===== src/rtl/reg_file_sb_if.sv =====
// Register file bus: read ports, write-back port, reserve port.
// Master drives requests; slave (the register file) returns data/status.
interface reg_file_sb_if #(
    parameter int DATA_W = 32,
    parameter int ADDR_W = 5
);
    logic              rd_en;
    logic [ADDR_W-1:0] rs_addr;
    logic [ADDR_W-1:0] rt_addr;
    logic [DATA_W-1:0] rs_data;
    logic [DATA_W-1:0] rt_data;
    logic              rs_busy;
    logic              rt_busy;
    logic              wr_en;
    logic [ADDR_W-1:0] wr_addr;
    logic [DATA_W-1:0] wr_data;
    logic              rsv_en;
    logic [ADDR_W-1:0] rsv_addr;
    logic              rsv_err;
    logic [ADDR_W:0]   busy_cnt;

    modport master (
        output rd_en, rs_addr, rt_addr,
        output wr_en, wr_addr, wr_data,
        output rsv_en, rsv_addr,
        input  rs_data, rt_data, rs_busy, rt_busy,
        input  rsv_err, busy_cnt
    );

    modport slave (
        input  rd_en, rs_addr, rt_addr,
        input  wr_en, wr_addr, wr_data,
        input  rsv_en, rsv_addr,
        output rs_data, rt_data, rs_busy, rt_busy,
        output rsv_err, busy_cnt
    );
endinterface


===== src/rtl/reg_file_sb.sv =====
// Register file with per-register busy scoreboard and write-back bypass.
// Two registered read ports, one write-back port, one reserve port.
module reg_file_sb #(
    parameter int DATA_W   = 32,
    parameter int ADDR_W   = 5,
    parameter int ZERO_REG = 1,
    parameter int BYPASS   = 1
) (
    input logic         clk,
    input logic         rst,
    reg_file_sb_if.slave bus
);
    localparam int NREG  = 1 << ADDR_W;
    localparam int CNT_W = ADDR_W + 1;

    logic [DATA_W-1:0] mem [NREG];
    logic [NREG-1:0]   busy;
    logic [NREG-1:0]   busy_nxt;
    logic              wr_ok;
    logic              rsv_ok;
    logic              err_nxt;
    logic [CNT_W-1:0]  cnt_nxt;
    logic [DATA_W-1:0] rs_nxt;
    logic [DATA_W-1:0] rt_nxt;

    logic [DATA_W-1:0] rs_q;
    logic [DATA_W-1:0] rt_q;
    logic              rs_b_q;
    logic              rt_b_q;
    logic              err_q;
    logic [CNT_W-1:0]  cnt_q;

    function automatic logic is_zero(input logic [ADDR_W-1:0] a);
        return (ZERO_REG != 0) && (a == '0);
    endfunction

    // Value a read of address a sees after this edge's write.
    function automatic logic [DATA_W-1:0] rd_val(input logic [ADDR_W-1:0] a);
        if (is_zero(a))
            return '0;
        if ((BYPASS != 0) && wr_ok && (bus.wr_addr == a))
            return bus.wr_data;
        return mem[a];
    endfunction

    // Qualify strobes; register 0 swallows writes and reserves.
    always_comb begin
        wr_ok  = bus.wr_en && !is_zero(bus.wr_addr);
        rsv_ok = bus.rsv_en && !is_zero(bus.rsv_addr);
    end

    // Next busy vector: write clears, then reserve sets (reserve wins).
    // A same-address write retires the old producer, so no error then.
    always_comb begin
        busy_nxt = busy;
        if (wr_ok)
            busy_nxt[bus.wr_addr] = 1'b0;
        if (rsv_ok)
            busy_nxt[bus.rsv_addr] = 1'b1;
        err_nxt = rsv_ok && busy[bus.rsv_addr]
                  && !(wr_ok && (bus.wr_addr == bus.rsv_addr));
    end

    // Popcount of next-state busy vector; CNT_W bits cannot wrap.
    always_comb begin
        cnt_nxt = '0;
        for (int i = 0; i < NREG; i++)
            cnt_nxt = cnt_nxt + CNT_W'(busy_nxt[i]);
    end

    // Read data candidates for both ports.
    always_comb begin
        rs_nxt = rd_val(bus.rs_addr);
        rt_nxt = rd_val(bus.rt_addr);
    end

    // Storage array and busy bits.
    always_ff @(posedge clk) begin
        if (rst) begin
            for (int i = 0; i < NREG; i++)
                mem[i] <= '0;
            busy <= '0;
        end else begin
            if (wr_ok)
                mem[bus.wr_addr] <= bus.wr_data;
            busy <= busy_nxt;
        end
    end

    // Registered outputs; read ports hold when rd_en is low.
    always_ff @(posedge clk) begin
        if (rst) begin
            rs_q   <= '0;
            rt_q   <= '0;
            rs_b_q <= 1'b0;
            rt_b_q <= 1'b0;
            err_q  <= 1'b0;
            cnt_q  <= '0;
        end else begin
            if (bus.rd_en) begin
                rs_q   <= rs_nxt;
                rt_q   <= rt_nxt;
                rs_b_q <= busy_nxt[bus.rs_addr] && !is_zero(bus.rs_addr);
                rt_b_q <= busy_nxt[bus.rt_addr] && !is_zero(bus.rt_addr);
            end
            err_q <= err_nxt;
            cnt_q <= cnt_nxt;
        end
    end

    assign bus.rs_data  = rs_q;
    assign bus.rt_data  = rt_q;
    assign bus.rs_busy  = rs_b_q;
    assign bus.rt_busy  = rt_b_q;
    assign bus.rsv_err  = err_q;
    assign bus.busy_cnt = cnt_q;
endmodule


===== src/flat_wrapper.sv =====
// flat-port wrapper written by rule: the top's interface ports become plain ports
module reg_file_sb_flat 
#(
    parameter int DATA_W   = 32,
    parameter int ADDR_W   = 5,
    parameter int ZERO_REG = 1,
    parameter int BYPASS   = 1
)
  (clk, rst, bus_rd_en, bus_rs_addr, bus_rt_addr, bus_wr_en, bus_wr_addr, bus_wr_data, bus_rsv_en, bus_rsv_addr, bus_rs_data, bus_rt_data, bus_rs_busy, bus_rt_busy, bus_rsv_err, bus_busy_cnt);
  reg_file_sb_if #(.DATA_W(DATA_W), .ADDR_W(ADDR_W)) bus_i ();
  input logic clk;
  input logic rst;
  input wire logic [$bits(bus_i.rd_en)-1:0] bus_rd_en;
  input wire logic [$bits(bus_i.rs_addr)-1:0] bus_rs_addr;
  input wire logic [$bits(bus_i.rt_addr)-1:0] bus_rt_addr;
  input wire logic [$bits(bus_i.wr_en)-1:0] bus_wr_en;
  input wire logic [$bits(bus_i.wr_addr)-1:0] bus_wr_addr;
  input wire logic [$bits(bus_i.wr_data)-1:0] bus_wr_data;
  input wire logic [$bits(bus_i.rsv_en)-1:0] bus_rsv_en;
  input wire logic [$bits(bus_i.rsv_addr)-1:0] bus_rsv_addr;
  output wire logic [$bits(bus_i.rs_data)-1:0] bus_rs_data;
  output wire logic [$bits(bus_i.rt_data)-1:0] bus_rt_data;
  output wire logic [$bits(bus_i.rs_busy)-1:0] bus_rs_busy;
  output wire logic [$bits(bus_i.rt_busy)-1:0] bus_rt_busy;
  output wire logic [$bits(bus_i.rsv_err)-1:0] bus_rsv_err;
  output wire logic [$bits(bus_i.busy_cnt)-1:0] bus_busy_cnt;
  assign bus_i.rd_en = bus_rd_en;
  assign bus_i.rs_addr = bus_rs_addr;
  assign bus_i.rt_addr = bus_rt_addr;
  assign bus_i.wr_en = bus_wr_en;
  assign bus_i.wr_addr = bus_wr_addr;
  assign bus_i.wr_data = bus_wr_data;
  assign bus_i.rsv_en = bus_rsv_en;
  assign bus_i.rsv_addr = bus_rsv_addr;
  assign bus_rs_data = bus_i.rs_data;
  assign bus_rt_data = bus_i.rt_data;
  assign bus_rs_busy = bus_i.rs_busy;
  assign bus_rt_busy = bus_i.rt_busy;
  assign bus_rsv_err = bus_i.rsv_err;
  assign bus_busy_cnt = bus_i.busy_cnt;
  reg_file_sb #(.DATA_W(DATA_W), .ADDR_W(ADDR_W), .ZERO_REG(ZERO_REG), .BYPASS(BYPASS)) u_core (.clk(clk), .rst(rst), .bus(bus_i));
endmodule

===== config.mk =====
export PLATFORM = sky130hd
export DESIGN_NAME = reg_file_sb_flat
export DESIGN_NICKNAME = d
export VERILOG_FILES = /design/src/rtl/reg_file_sb_if.sv /design/src/rtl/reg_file_sb.sv /design/src/flat_wrapper.sv
export SDC_FILE = /design/constraint.sdc
export NUM_CORES = 2
export LEC_CHECK = 0
export BUFFER_PORTS_ARGS = -buffer_cell sky130_fd_sc_hd__buf_4
export CORE_MARGIN = 4
export CORE_UTILIZATION = 25
export CTS_BUF_LIST = sky130_fd_sc_hd__clkbuf_4
export DETAILED_ROUTE_END_ITERATION = 16
export MAX_ROUTING_LAYER = met4
export PLACE_DENSITY = 0.38
export SLEW_MARGIN = 10
export SYNTH_ARGS = -nofsm -noshare
export SYNTH_HDL_FRONTEND = slang
export SYNTH_SLANG_ARGS = --single-unit

===== constraint.sdc =====
create_clock -name clk -period 6.65 [get_ports clk]
set_input_delay 1.33 -clock clk [delete_from_list [all_inputs] [get_ports clk]]
set_output_delay 1.33 -clock clk [all_outputs]
set_load 0.02 [all_outputs]

==> flow_summary_export.csv <==
group,metric,value,unit
synthesis,avgSynthCellArea,12.7,sq um
pwr,vdd.ir_drop.worst,0.146,mV
pwr,relative_contribution_of_sequential_cells_to_total_power,47.6,%
synthesis,synth_cell_types,66,
global_route,grt.overflow.total,0,
flow_run,max-cap-violations,0,
finish,most_common_cell_after_layout_fill_and_taps_aside,"edfxtp_1",
setup_path,maximum_single_stage_delay_on_the_critical_path,0.54,ns
timing,slew_headroom,14.9,%
synthesis,postSynth.asyncResetShare,0,%
pwr,p_leak,25.4,nW
die,design.portCount,130,
die,std_cell_rows,182,
clock_network,clock_tree_from_tritoncts,"built",
finish,fillCellCount,25000,
placed_design,place.detailed.hpwl,159,mm
placed_design,placed_area,67400,sq um
route,drt.antenna.violating_nets,0,
synthesis,synth.area.mux_share,18.5,%
finish,area_growth_syn_to_layout,15.7,%
clock_network,h-tree-depth,5,
finish,final_util,29.1,%
finish,layoutNonFillerInstCount,8682,
timing,fmax,172,MHz
setup_path,critPathCaptureType,"flip-flop",
synthesis,synth.ff_latch_count,1129,
route,dr.first_iter.drc_count,3746,
timing,final_min_period_over_clock_period,87.6,%
synthesis,yosysWarnings,0,
synthesis,dominantRegCellSynth,"edfxtp_1",
synthesis,synth_enable_flop_cells,1024,
clock_network,clock_tree.root_cell,"clkbuf_4",
clock_network,cts-resized-gates,0,
synthesis,postSynthCellCount,4873,
placed_design,gp_routability_congestion,0.886,
clock_network,clk_latency,1.35,ns
synthesis,synth_xor_xnor_area_share,0.255,%
route,drc,0,
setup_path,critPathLaunchType,"input port",
setup_path,critical_path.slowest_cell,"or4b_4",
clock_network,cts_setup_buffers,0,
worst_hold_path,min_delay_path_depth,4,
setup_path,worst_r2r_path_depth,20,
outcome,status,"completed",
worst_hold_path,worst_hold_endpoint,"u_core.bus.rs_data[30]$_SDFFE_PP0P_",
synthesis,synth_area_leader_cell,"edfxtp_1",
pwr,pwr_density_cell,246,nW/um^2
finish,layout.cells.most_common_list,"1,024 x edfxtp_1, 998 x and2_1, 503 x clkbuf_4, 375 x mux2i_1, 323 x buf_4",
finish,final_layout_size_suffix_gt1_share,25.7,%
global_route,largest_net_degree_at_the_start_of_global_routing,80,
route,wl_per_cell,31.6,um
synthesis,synthTopCellsByArea,"edfxtp_1 50%, mux4_2 10%, and2_1 10%",
timing,grt_setup_unrepaired,"no",
pwr,internal_power_of_the_cells,0.0125,W
global_route,antenna_violations_before_repair,36,
timing,worstMarginPinSlew,1.28,ns
clock_network,clock-sinks,1129,
route,drt_pre_antenna_iters,5,
setup_path,timing.critical_path.arrival,6.99,ns
setup_path,cp_common_cell,"fa_1",
die,die_area,256000,sq um
clock_network,cts.hold.buffers_added,0,
die,die_w,506,um
clock_network,clock_transition_at_path_regs,0.06,ns
worst_hold_path,worstHoldStart,"bus_rd_en",
timing,finalWorstPathRequiredPeriod,5.82,ns
pwr,power.combinational.fraction,13.9,%
setup_path,worst_r2r_startpoint,"u_core.busy[1]$_SDFF_PP0_",
setup_path,timing.reg2reg.setup_slack,1.27,ns
global_route,gr-usage-all-layers,21.6,%
synthesis,syn_area,61900,sq um
setup_path,worstReg2RegEnd,"u_core.bus.busy_cnt[4]$_SDFF_PP0_",
route,detailroute.via_count,44300,
pwr,clockPowerShare,38.4,%
die,initial_utilization,25.1,%
setup_path,worstSetupPathType,"input port to flip-flop",
die,die_h,506,um
finish,finish.instance_area,71600,sq um
route,finalWirelength,275,mm
setup_path,cp_cell_sequence,"buf_4 > or4b_4 > o21ai_1 > and2_1 > inv_1 > ha_1 > fa_1 > inv_1 > fa_1 > fa_1 > fa_1 > fa_1 > inv_1 > fa_1 > fa_2 > inv_2 > fa_2 > inv_1 > a21o_1 > a21oi_2 > xor2_1 > nor2_1",
route,viasPerCell,5.11,
setup_path,crit_path_max_fanout,3,
timing,finClkSkew,0.0884,ns
synthesis,synth.top_cell.area_share,49.7,%
placed_design,dp.cells,8075,
synthesis,ys_seq_area_share,53.1,%
global_route,via_count_of_the_first_global_routing_pass,45100,
pwr,switching_share_of_power,28.8,%
synthesis,synth_top_family_by_area,"multiplexers",
timing,setup_viol,0,
finish,design.final.nets,5196,
die,core-area,246000,sq um
timing,finalHoldViolCount,0,
clock_network,clockBufferDepth,4,
placed_design,input_output_buffers,129,
timing,maxSlewViolCount,0,
global_route,global_route_wire_length_before_repair,377,mm
synthesis,synth-compound-area-share,9.42,%
worst_hold_path,holdCritPathClass,"input port to flip-flop",
clock_network,tritoncts.num_buffers,342,
setup_path,worstPathRequired,7.81,ns
pwr,power.net_switching,0.00507,W
synthesis,synthAdderAreaFrac,0.938,%
synthesis,synthSimpleGateAreaFrac,14.0,%
## stage by stage
stage	setup slack [ns]	TNS, ns	total power, W	hold slack (ns)
2_1_floorplan	-0.181	-0.181	0.00985	0.480
3_5_place_dp	-0.478	-1.58	0.0110	0.456
5_1_grt	0.694	0	0.0184	0.213
4_1_cts	0.966	0	0.0178	0.145
3_3_place_gp	-0.517	-1.69	0.0110	0.457
6_report	0.825	0	0.0176	0.324
## worst max-delay path by stage
stage / start / to / slack [ns]
floorplan: bus_wr_addr[2] / u_core.bus.busy_cnt[4]$_SDFF_PP0_ / -0.18
global route: bus_wr_addr[2] / u_core.bus.busy_cnt[4]$_SDFF_PP0_ / 0.69
detailed placement: bus_wr_addr[2] / u_core.bus.busy_cnt[4]$_SDFF_PP0_ / -0.48
CTS: bus_wr_addr[2] / u_core.bus.busy_cnt[4]$_SDFF_PP0_ / 0.97
finish: bus_wr_addr[2] / u_core.bus.busy_cnt[4]$_SDFF_PP0_ / 0.83
global placement: bus_wr_addr[2] / u_core.bus.busy_cnt[4]$_SDFF_PP0_ / -0.52
## kinds of logic (layout without fill, tap and decap cells)
family / Yosys count / count (layout)
other cells: 1 / 62
xor+xnor: 18 / 18
buf+inv: 531 / 967
compound gates: 854 / 854
mux: 780 / 780
flops: 1129 / 1129
simple gates: 1528 / 1528
fa+ha+maj: 32 / 32
## synthesized netlist by cell type (8+ instances only)
library cell,instances
edfxtp_1,1024
and2_1,998
mux2i_1,375
clkbuf_1,353
mux4_2,280
a21oi_1,209
nor2_1,199
nand2_1,161
a22oi_1,147
o21ai_0,131
o211ai_1,128
a221oi_1,125
mux2_2,125
dfxtp_1,105
buf_2,81
nand3_1,76
a311oi_1,65
inv_1,36
buf_4,31
fa_1,24
nand2b_1,21
buf_6,20
nor2b_1,15
xor2_1,12
buf_1,10
o21bai_1,10
or2_2,10
o21a_1,9
ha_1,8
## critical path: cells and delay by family
kind | cells | cell delay [ns]
xor+xnor | 1 | 0.15
fa+ha+maj | 9 | 3.86
simple gates | 3 | 0.80
compound gates | 3 | 0.42
buf+inv | 6 | 0.42
## state kept, by name, indices dropped and copies added (netlist names)
signal	flops
u_core.bus.rs_busy	1
u_core.mem	1024
u_core.bus.busy_cnt	6
u_core.bus.rsv_err	1
u_core.bus.rt_busy	1
u_core.bus.rs_data	32
u_core.busy	32
u_core.bus.rt_data	32
## layer usage
metal  vias to the layer above  share of wire, %  GRT usage (%)
li1                      19100                 -              -
met1                     23200                43           27.5
met2                      1643                48           34.8
met3                       460               5.3           3.13
met4                         0               3.8           8.22
met5                         -                 0              -
## power by group through the flow
stage	clock, W	sequential [W]	combinational (W)
after CTS	0.00701	0.00837	0.00246
after global routing	0.00740	0.00841	0.00257
after global placement	0	0.00851	0.00245
after detailed placement	0	0.00852	0.00245
final	0.00676	0.00837	0.00245
after floorplan	0	0.00848	0.00137
## layout make-up
| type | instances | area (sq um) | share of cell area (%) |
|---|---|---|---|
| flip-flops and latches | 1129 | 32900 | 45.9 |
| multi-input cells | 3244 | 27300 | 38.1 |
| well taps | 3312 | 4140 | 5.79 |
| clock buffers | 503 | 3780 | 5.28 |
| repair buffers | 354 | 3000 | 4.19 |
| clock inverters | 74 | 334 | 0.467 |
| inverters | 36 | 139 | 0.194 |
| diodes | 30 | 75.1 | 0.105 |
Note: power is estimated with default switching activity, not from simulation.
